### src/rtl/imem_boot_loader.sv
// Byte-stream boot loader: frames bytes into words, writes instruction memory, gates core reset.
// Optional IMEM_BOOT_BYPASS_EN: reset lands in DONE so a backdoor-preloaded image runs immediately.
module imem_boot_loader #(
  parameter int          CPU_WIDTH  = 32,
  parameter int          ADDR_WIDTH = 8,
  parameter logic [7:0]  MAGIC      = 8'hA5
) (
  input  logic                  clk,
  input  logic                  rst,
  input  logic [7:0]            rx_data,
  input  logic                  rx_valid,
  output logic                  rx_ready,
  output logic                  imem_we,
  output logic [ADDR_WIDTH-1:0] imem_addr,
  output logic [CPU_WIDTH-1:0]  imem_wdata,
  output logic                  cpu_hold,
  output logic                  load_done,
  output logic                  load_err,
  output logic [15:0]           word_cnt
);

  localparam int NB   = CPU_WIDTH / 8;
  localparam int IDXW = (NB > 1) ? $clog2(NB) : 1;
  localparam logic [16:0] MAX_LEN = 17'd1 << ADDR_WIDTH;

  typedef enum logic [2:0] {IDLE, LEN0, LEN1, DATA, CSUM, DONE, ERR} state_t;

`ifdef IMEM_BOOT_BYPASS_EN
  localparam state_t RST_STATE = DONE;
  localparam logic   RST_HOLD  = 1'b0;
  localparam logic   RST_DONE  = 1'b1;
`else
  localparam state_t RST_STATE = IDLE;
  localparam logic   RST_HOLD  = 1'b1;
  localparam logic   RST_DONE  = 1'b0;
`endif

  state_t                state, state_nxt;
  logic [15:0]           len;
  logic [7:0]            csum;
  logic [IDXW-1:0]       byte_idx;
  logic [CPU_WIDTH-1:0]  asm_word, word_full;
  logic                  fire, last_byte, len_big, is_magic;

  assign fire      = rx_valid && rx_ready;
  assign last_byte = (byte_idx == IDXW'(NB - 1));
  assign len_big   = {1'b0, rx_data, len[7:0]} > MAX_LEN;
  assign is_magic  = (rx_data == MAGIC);

  // Completed word = bytes assembled so far plus the byte on the wire now.
  always_comb begin
    word_full = asm_word;
    word_full[8*byte_idx +: 8] = rx_data;
  end

  always_ff @(posedge clk) begin
    if (rst) state <= RST_STATE;
    else     state <= state_nxt;
  end

  always_comb begin
    state_nxt = state;
    if (fire) begin
      unique case (state)
        IDLE, DONE, ERR: if (is_magic) state_nxt = LEN0;
        LEN0:            state_nxt = LEN1;
        LEN1: begin
          if (len_big)                            state_nxt = ERR;
          else if ({rx_data, len[7:0]} == 16'd0)  state_nxt = CSUM;
          else                                    state_nxt = DATA;
        end
        DATA: if (last_byte && (word_cnt + 16'd1 == len)) state_nxt = CSUM;
        CSUM: state_nxt = (csum == rx_data) ? DONE : ERR;
        default: state_nxt = IDLE;
      endcase
    end
  end

  // Loader never back-pressures; the output write registers are separate from asm_word.
  always_comb begin
    rx_ready = 1'b1;
  end

  always_ff @(posedge clk) begin
    if (rst) begin
      len        <= '0;
      csum       <= '0;
      byte_idx   <= '0;
      asm_word   <= '0;
      word_cnt   <= '0;
      imem_we    <= 1'b0;
      imem_addr  <= '0;
      imem_wdata <= '0;
      cpu_hold   <= RST_HOLD;
      load_done  <= RST_DONE;
      load_err   <= 1'b0;
    end else begin
      imem_we <= 1'b0;
      if (fire) begin
        unique case (state)
          IDLE, DONE, ERR: if (is_magic) begin
            csum      <= '0;
            word_cnt  <= '0;
            byte_idx  <= '0;
            load_done <= 1'b0;
            load_err  <= 1'b0;
            cpu_hold  <= 1'b1;
          end
          LEN0: begin
            len[7:0] <= rx_data;
            csum     <= csum ^ rx_data;
          end
          LEN1: begin
            len[15:8] <= rx_data;
            csum      <= csum ^ rx_data;
            if (len_big) load_err <= 1'b1;
          end
          DATA: begin
            csum <= csum ^ rx_data;
            if (last_byte) begin
              imem_we    <= 1'b1;
              imem_addr  <= word_cnt[ADDR_WIDTH-1:0];
              imem_wdata <= word_full;
              word_cnt   <= word_cnt + 16'd1;
              byte_idx   <= '0;
            end else begin
              asm_word[8*byte_idx +: 8] <= rx_data;
              byte_idx <= byte_idx + IDXW'(1);
            end
          end
          CSUM: begin
            if (csum == rx_data) begin
              load_done <= 1'b1;
              cpu_hold  <= 1'b0;
            end else begin
              load_err  <= 1'b1;
            end
          end
          default: ;
        endcase
      end
    end
  end

endmodule
### config.mk
export PLATFORM = sky130hd
export DESIGN_NAME = imem_boot_loader
export DESIGN_NICKNAME = d
export VERILOG_FILES = /design/src/rtl/imem_boot_loader.sv
export SDC_FILE = /design/constraint.sdc
export NUM_CORES = 1
export LEC_CHECK = 0
export ABC_AREA = 1
export CAP_MARGIN = 20
export CORE_MARGIN = 10
export CORE_UTILIZATION = 45
export DETAILED_ROUTE_END_ITERATION = 8
export DONT_BUFFER_PORTS = 1
export PLACE_DENSITY_LB_ADDON = 0.3
export SLEW_MARGIN = 10
export SYNTH_ARGS = -nofsm -noshare
export SYNTH_HDL_FRONTEND = slang
export SYNTH_SLANG_ARGS = --single-unit
### constraint.sdc
create_clock -name clk -period 3.9 [get_ports clk]
set_clock_uncertainty 0.2 [all_clocks]
set_input_delay 0.78 -clock clk [delete_from_list [all_inputs] [get_ports clk]]
set_output_delay 0.78 -clock clk [all_outputs]
set_load 0.03 [all_outputs]
==> metrics list, run 1 <==
* Global-route total usage across every layer: between 10% and 20%
* Switching share of power: 36.9%
* Top cell type by total area after synthesis: dfxtp_1
* Total of warnings raised by yosys: 0
* Final antenna diode count: 0
- In this run the tightest slew margin relative to its limit is 42.1%.
- Once placement completed, the tool counted placed cells totaling 911.
- Row generation in the floorplan step produced 41 rows.
- Crit. End Element: register
- Largest net degree at the start of global routing: 65
- Dividing the detail-routed wire length by the instance count gives 16.8 um.
* Detailed router's first-iteration violation count: around 540
- Of all nets on the critical path, the largest fanout is 7.
- Chain of cells forming the critical path: ha_1 > nand2_1 > nor2_4 > nand2_2 > nand2_1 > nand2_1 > nand2_1 > nand2_1 > nor2_1 > nand3_1 > nor2_1 > nand3_2 > nand3_1 > nand2_1 > nor2_1
- The worst register-to-register path begins at word_cnt[0].
* Sum of negative setup slack: 0 ps
- Levels on crit path: 15
- Post-place instance area: 5810 um^2
- Area added between synthesis and finish: 12.1%
- Setup slack on the critical path of the routed design comes to 1180 ps.
- Clock network latency to the later pin of the worst-skew pair: around 420 ps
- GP Congestion: 0.860
- Switching power: 0.00167 W
* Ratio of final minimum period to clock period: 69.7%
- Each instance of the synthesized netlist takes up on average between 7 and 8 um^2.
* CTS Hold Bufs: 0
- Power per unit of standard cell area: 703 nW/um^2
* Share of total power in the clock network: 35.7%
- The H-tree generated during clock tree synthesis spans 4 levels.
- The first TritonRoute pass finished after 5 iterations.
- Worst setup startpoint: word_cnt[0]
- On the worst path, the slowest cell contributes a delay of 650 ps.
- Total Wirelength: ~16000 um
- Among cell families on the critical path, the largest total delay comes from simple AND/OR/NAND/NOR gates.
- In this run the remaining antenna-violating nets after routing total 0.
- Crit path arrival time: 2860 ps
- R2R depth: 15
* Global-route wire length before repair: 25100 um
- Logic pwr share: 25.3%
- Together, buffers and inverters on the worst path number 0.
* Cell Area, Synth: 5730 um^2
- In this run the critical register-to-register path is captured at state[1].
* Fraction of the core area covered by cells at the end of the flow: 51.1%
* Post-route design area: roughly 6400 um^2
* Most used flip-flop cell after synthesis: dfxtp_1
* Worst path slowest cell: dfxtp_1
* Kind of start point of the critical path: register
- Sequential cells were found to cover 42.3% of the synthesized design area.
- Root cell of the clock tree: clkbuf_16
- The final hold violation count came to 0.
* Number of unique standard cell types used by synthesis: 42
* P_int: approximately 0.0029 W
- Clock slew at reported path FFs: 50 ps
* CTS tree: done
* Final instance count without filler cells: 943
- The worst path in the final design needs a cycle of 2720 ps, including I/O delays and setup.
* Minimum setup slack after placement: approximately 1200 ps
- Most area-consuming cells after synthesis: dfxtp_1 42%, a21oi_1 11%, o21ai_0 8.4%, nand2_1 6.9%, nand3_1 4.2%
- Result of the run: complete, no violations
- Effective utilization at floorplan: 45.6%
* Antenna violations before repair: 0
- The max-slew violation count is 0.
* Gate Count Post-Synth: 774
- WP data required: 4040 ps
- Area of the die: 17700 um^2
- At the pin with the least slew margin, the transition time is 867 ps.
- # resized after CTS: 0
- The most critical setup path has its endpoint at state[1].
- RSZ-0062 raised after global routing: false
- By instance count, the cell type seen most on the critical path is nand2_1.
* Total number of vias: 5293
- Max-cap violations in this run came to 0.
* EDFF count, synth: 0
- Derived from the worst setup path, the maximum achievable clock frequency is roughly 0.37 GHz.
- For this run, design rule violations remaining after detail routing come to 0.
- Post CTS Setup Buffer Count: 0
- The synthesized design contains approximately 120 register bits.
* Ratio of cells with drive above 1 in the final layout: 8.30%
- Sorting the synthesized cells by how often they occur yields 121 x a21oi_1, 121 x dfxtp_1, 105 x nand2_1, 96 x o21ai_0, 62 x inv_1.
- Total global routing overflow: 0
* Chip width: between 100 and 150 um
- Vertical extent of the die: around 130 um
- Area of the core region: 12600 um^2
- Number of setup violations in the final report: 0
* Count of pins on the block boundary: 72
* Async set or reset register ratio after synthesis: 0%
* Num Clock Sinks: between 100 and 150
- When the netlist entered floorplanning its net count stood at 792.
- Number of clock buffers inserted by TritonCTS: 17
- Summed over all nets, the half-perimeter wirelength after detailed placement is 11200 um.
* Area share of the leading cell type in the synthesized netlist: between 40% and 50%
- Bufs on Longest Clock Path: 2
* Peak supply drop: between 0.0002 and 0.0003 V
- The worst setup path is of the reg -> reg kind.
* Worst hold path type: in -> reg
- R2R setup slack: 1180 ps
- Per report_power, the sequential group accounts for 39.0% of the total.
* Number of port buffers: 0
* Via count normalized by instance count: 5.61
- Summed over all cells, the static leakage comes to 2.49 nW.
- For this run, the post-layout net count is 776.
- Via count of the first global-routing pass: 4884
worst min-delay path by stage:
stage | endpoint | slack, ps | startpoint | cells after the start
detailed placement | csum[3] | 270 | csum[3] | 2
global placement | csum[3] | 260 | csum[3] | 2
floorplan | len[12] | 240 | len[12] | 2
CTS | byte_idx[1] | 210 | rst | 1
finish | csum[3] | 230 | rst | 1
global route | csum[3] | 220 | rst | 1
layer usage:
| metal | track usage [%] | vias up | part of all wire, % |
|---|---|---|---|
| li1 | - | 2631 | - |
| met1 | 20.4 | 2490 | 43 |
| met2 | 28.8 | 143 | 48 |
| met3 | 5.64 | 29 | 6.3 |
| met4 | 7.58 | 0 | 2.1 |
| met5 | 0 | - | 0 |
registers in the layout, indices dropped and copies added, names as in the netlist:
signal and count:
imem_addr 8, load_done 1, asm_word 32, cpu_hold 1, byte_idx 2, word_cnt 16, state 3, imem_we 1
imem_wdata 32, len 16, load_err 1, csum 8
power groups by stage:
stage | Combinational, W | Sequential (W) | Clock (W)
after global routing | 0.00127 | 0.00180 | 0.00169
final | 0.00114 | 0.00176 | 0.00161
after detailed placement | 0.00112 | 0.00179 | 0
after floorplan | 0.000950 | 0.00172 | 0
after global placement | 0.00109 | 0.00178 | 0
after CTS | 0.00113 | 0.00177 | 0.00163
through the flow:
stage | hold WS (ps) | total power, W
2_1_floorplan | 245 | 0.00267
3_3_place_gp | 260 | 0.00287
3_5_place_dp | 268 | 0.00291
4_1_cts | 210 | 0.00453
5_1_grt | 216 | 0.00476
6_report | 234 | 0.00452
placed cells by master (no fill, tap or decap), drive strengths merged, types with 4 or more instances in the layout:
cell type / Yosys / routed
a21oi: 122 / 122
dfxtp: 121 / 121
o21ai: 113 / 113
nand2: 108 / 108
inv: 70 / 70
nor2: 63 / 63
nand3: 50 / 50
clkbuf: 28 / 21
a22oi: 19 / 19
nand4: 12 / 12
clkinv: 5 / 10
nor3: 9 / 9
ha: 7 / 7
xnor2: 6 / 6
o211a: 6 / 6
a211oi: 4 / 4
cell families (layout without fill, tap and decap cells):
logic type                 count (synthesis)  after routing  synth area share (%)
AOI/OAI and AO/OA                        273            273                  26.5
xor gates and xnor gates                  10             10                  1.77
adders and majority gates                  7              7                  1.53
buffers and inverters                    113            110                  7.94
DFF                                      121            121                  42.3
other                                      1              1                0.0654
and+or+nand+nor                          249            249                  19.9
layout make-up:
type,count,area (um^2)
repair buffers,3,35.0
fillers,1221,6140
well taps,172,215
clock buffers,21,470
clock inverters,11,145
flip-flops and latches,121,2420
multi-input cells,540,2860
inverters,75,282
No activity file was read; power rests on OpenSTA's default activity.
==> run 2: changes to the inputs <==
==> constraint.sdc (replaced) <==
create_clock -name clk -period 2.75 [get_ports clk]
set_clock_uncertainty 0.2 [all_clocks]
set_input_delay 0.55 -clock clk [delete_from_list [all_inputs] [get_ports clk]]
set_output_delay 0.55 -clock clk [all_outputs]
set_load 0.03 [all_outputs]
==> run 2 against run 1 <==
  * Cell area grew 2.4%
  * Register-to-register slack lost 830 ps
  * Sequential share of layout area is 0.87 points lower
  * Core utilization up 1.2 points
  * Sequential power up 31%
  * Largest cell class unchanged
  * Largest power group unchanged
  * Highest routed layer unchanged
==> metrics list, run 2 (synthesis gave the netlist of run 1 again) <==
- Result of the run: complete, no violations
- Leakage Power: 2.60 nW
- The first global-routing pass estimated 25600 um of wire.
* Largest registers: asm_word x32, imem_wdata x32
- Total global routing overflow: 0
- DRC violation count after routing: 0
* Ratio of final minimum period to clock period: 87.1%
- CTS Hold Bufs: 1
- At the pin with the least slew margin, the transition time is 700 ps.
* RSZ-0062 raised after global routing: false
* Worst hold path type: in -> reg
- Area of the die: 17700 um^2
- 72 I/O pins were placed.
* Number of clock buffers inserted by TritonCTS: 17
- Counting tap cells, the placed design contains a total of 931 instances.
- The congestion estimate from routability-driven global placement came to 0.878.
- Antenna Violating Nets Remaining: 0
- Setup violations remaining at the end of the flow were counted as 0.
- Final worst-path setup slack: 354 ps
- The later pin in the worst-skew pair is clocked with a latency of 420 ps.
- By startpoint and endpoint, the worst setup path is classified as reg -> reg.
* Number of port buffers: 0
* Kind of start point of the critical path: register
* Total number of vias: 5345
* Pins over their slew limit: 0
* Area added between synthesis and finish: 14.7%
* Chip width: 133 um
- Max-cap violations in this run came to 0.
* Crit. End Element: register
- Most frequent cells in the layout: 121 x a21oi_1, 121 x dfxtp_1, 105 x nand2_1
* # resized after CTS: 0
* Power per unit of standard cell area: 990 nW/um^2
- Cells fill 52.3% of the core in the end.
* Final Hold Fails: 0
- FILL cells: 1234
* Area of the core region: 12600 um^2
- Row count: 41
- For the worst setup path, the data required time is 2840 ps.
- In this run the worst path has a maximum fanout of 20.
- DR pass1 iterations: 5
- Relative slew slack: a little over half
* Crit path arrival time: 2490 ps
- Ratio of cells with drive above 1 in the final layout: 10.2%
- Root cell of the clock tree: clkbuf_16
- Global-route total usage across every layer: 17.9%
* Sum of negative setup slack: 0 ps
* Peak supply drop: roughly 0.00040 V
- OpenSTA, run right after detailed placement, puts the worst setup slack at 413 ps.
- Vertical extent of the die: 133 um
- For this block, the initial DRC count from the detailed router was between 400 and 500.
- In this run the post-CTS setup repair buffer count came out at 0.
- Num Clock Sinks: 121
- Detailed placement ended at an HPWL of 11200 um.
- Final antenna diode count: 0
- Final instance count without filler cells: around 960
* Min cycle time layout: 2400 ps
* Bufs on Longest Clock Path: 2
- After clock tree synthesis, the clock-pin slew on the worst setup and hold paths is 50 ps.
- Effective utilization at floorplan: 45.6%
- CTS tree: done
* Level count of the clock H-tree: 4
- For this block, the routed nets add up to 15900 um of wire.
- Via count normalized by instance count: ~5.6
* Register area: 2420 um^2
- After detailed routing, the average wire length per cell comes to 16.5 um.
* Largest net degree at the start of global routing: 42
- Derived from the worst setup path, the maximum achievable clock frequency is 0.417 GHz.
* Net count reported at finish: 797
* Via count of the first global-routing pass: 4866
* Antenna violations before repair: 0
- The multi-input combinational cells in the finished layout cover a total of 2860 um^2.
## run 2: cell count changes in the layout (fill, tap and decap cells not counted)
cell / previous run / this run
buf_4: 2 / 22
clkbuf_1: 1 / 3
clkinv_4: 2 / 0
clkbuf_8: 3 / 4
clkinv_2: 3 / 2
clkinvlp_4: 3 / 2
dlygate4sd3_1: 0 / 1
## run 2: per-stage QoR
step	cell area (um^2)	hold WS (ps)	total power, W
after floorplan	5730	245	0.00378
after global placement	5960	257	0.00418
after detailed placement	5960	269	0.00423
after CTS	6580	13.6	0.00654
after global routing	6580	25.3	0.00690
final	6580	29.8	0.00651
## run 2: routing by layer
metal  track usage (%)  routed length [um]
met5                 0                   0
met4              8.56                 444
met3              5.90                1150
met2              28.6                7460
met1              21.2                6810
## run 2: power breakdown
group	total [W]	switching, W	leakage, nW	internal [W]
Combinational	0.00192	0.00126	1.33	0.000664
Clock	0.00229	0.000777	0.292	0.00151
Sequential	0.00230	0.000299	0.977	0.00200
## run 2: cell type report
type | instances | area share [%]
timing repair buffer | 24 | 2.97
clock buffer | 24 | 7.48
sequential | 121 | 36.8
tap | 172 | 3.27
multi-input combinational | 540 | 43.4
clock inverter | 7 | 1.75
inverter | 75 | 4.28
## run 2: critical path, cell delays in order, from the launching register on
cell and delay, ps:
dfxtp_1 400, inv_1 150, nand2_4 150, nand2_1 80
nand2_1 100, nand2_1 70, nand2_2 120, nor2_4 50
a21oi_4 400, inv_2 270, o21ai_1 200, a21oi_1 60
## run 2: worst paths after layout
| check | cells past startpoint | startpoint | slack (ps) | to |
|---|---|---|---|---|
| setup / recovery | 11 | state[2] | 350 | word_cnt[13] |
| hold / removal | 1 | rst | 30 | imem_we |
| setup reg to reg | 11 | state[2] | 350 | word_cnt[13] |
| hold reg to reg | 2 | csum[1] | 280 | csum[1] |
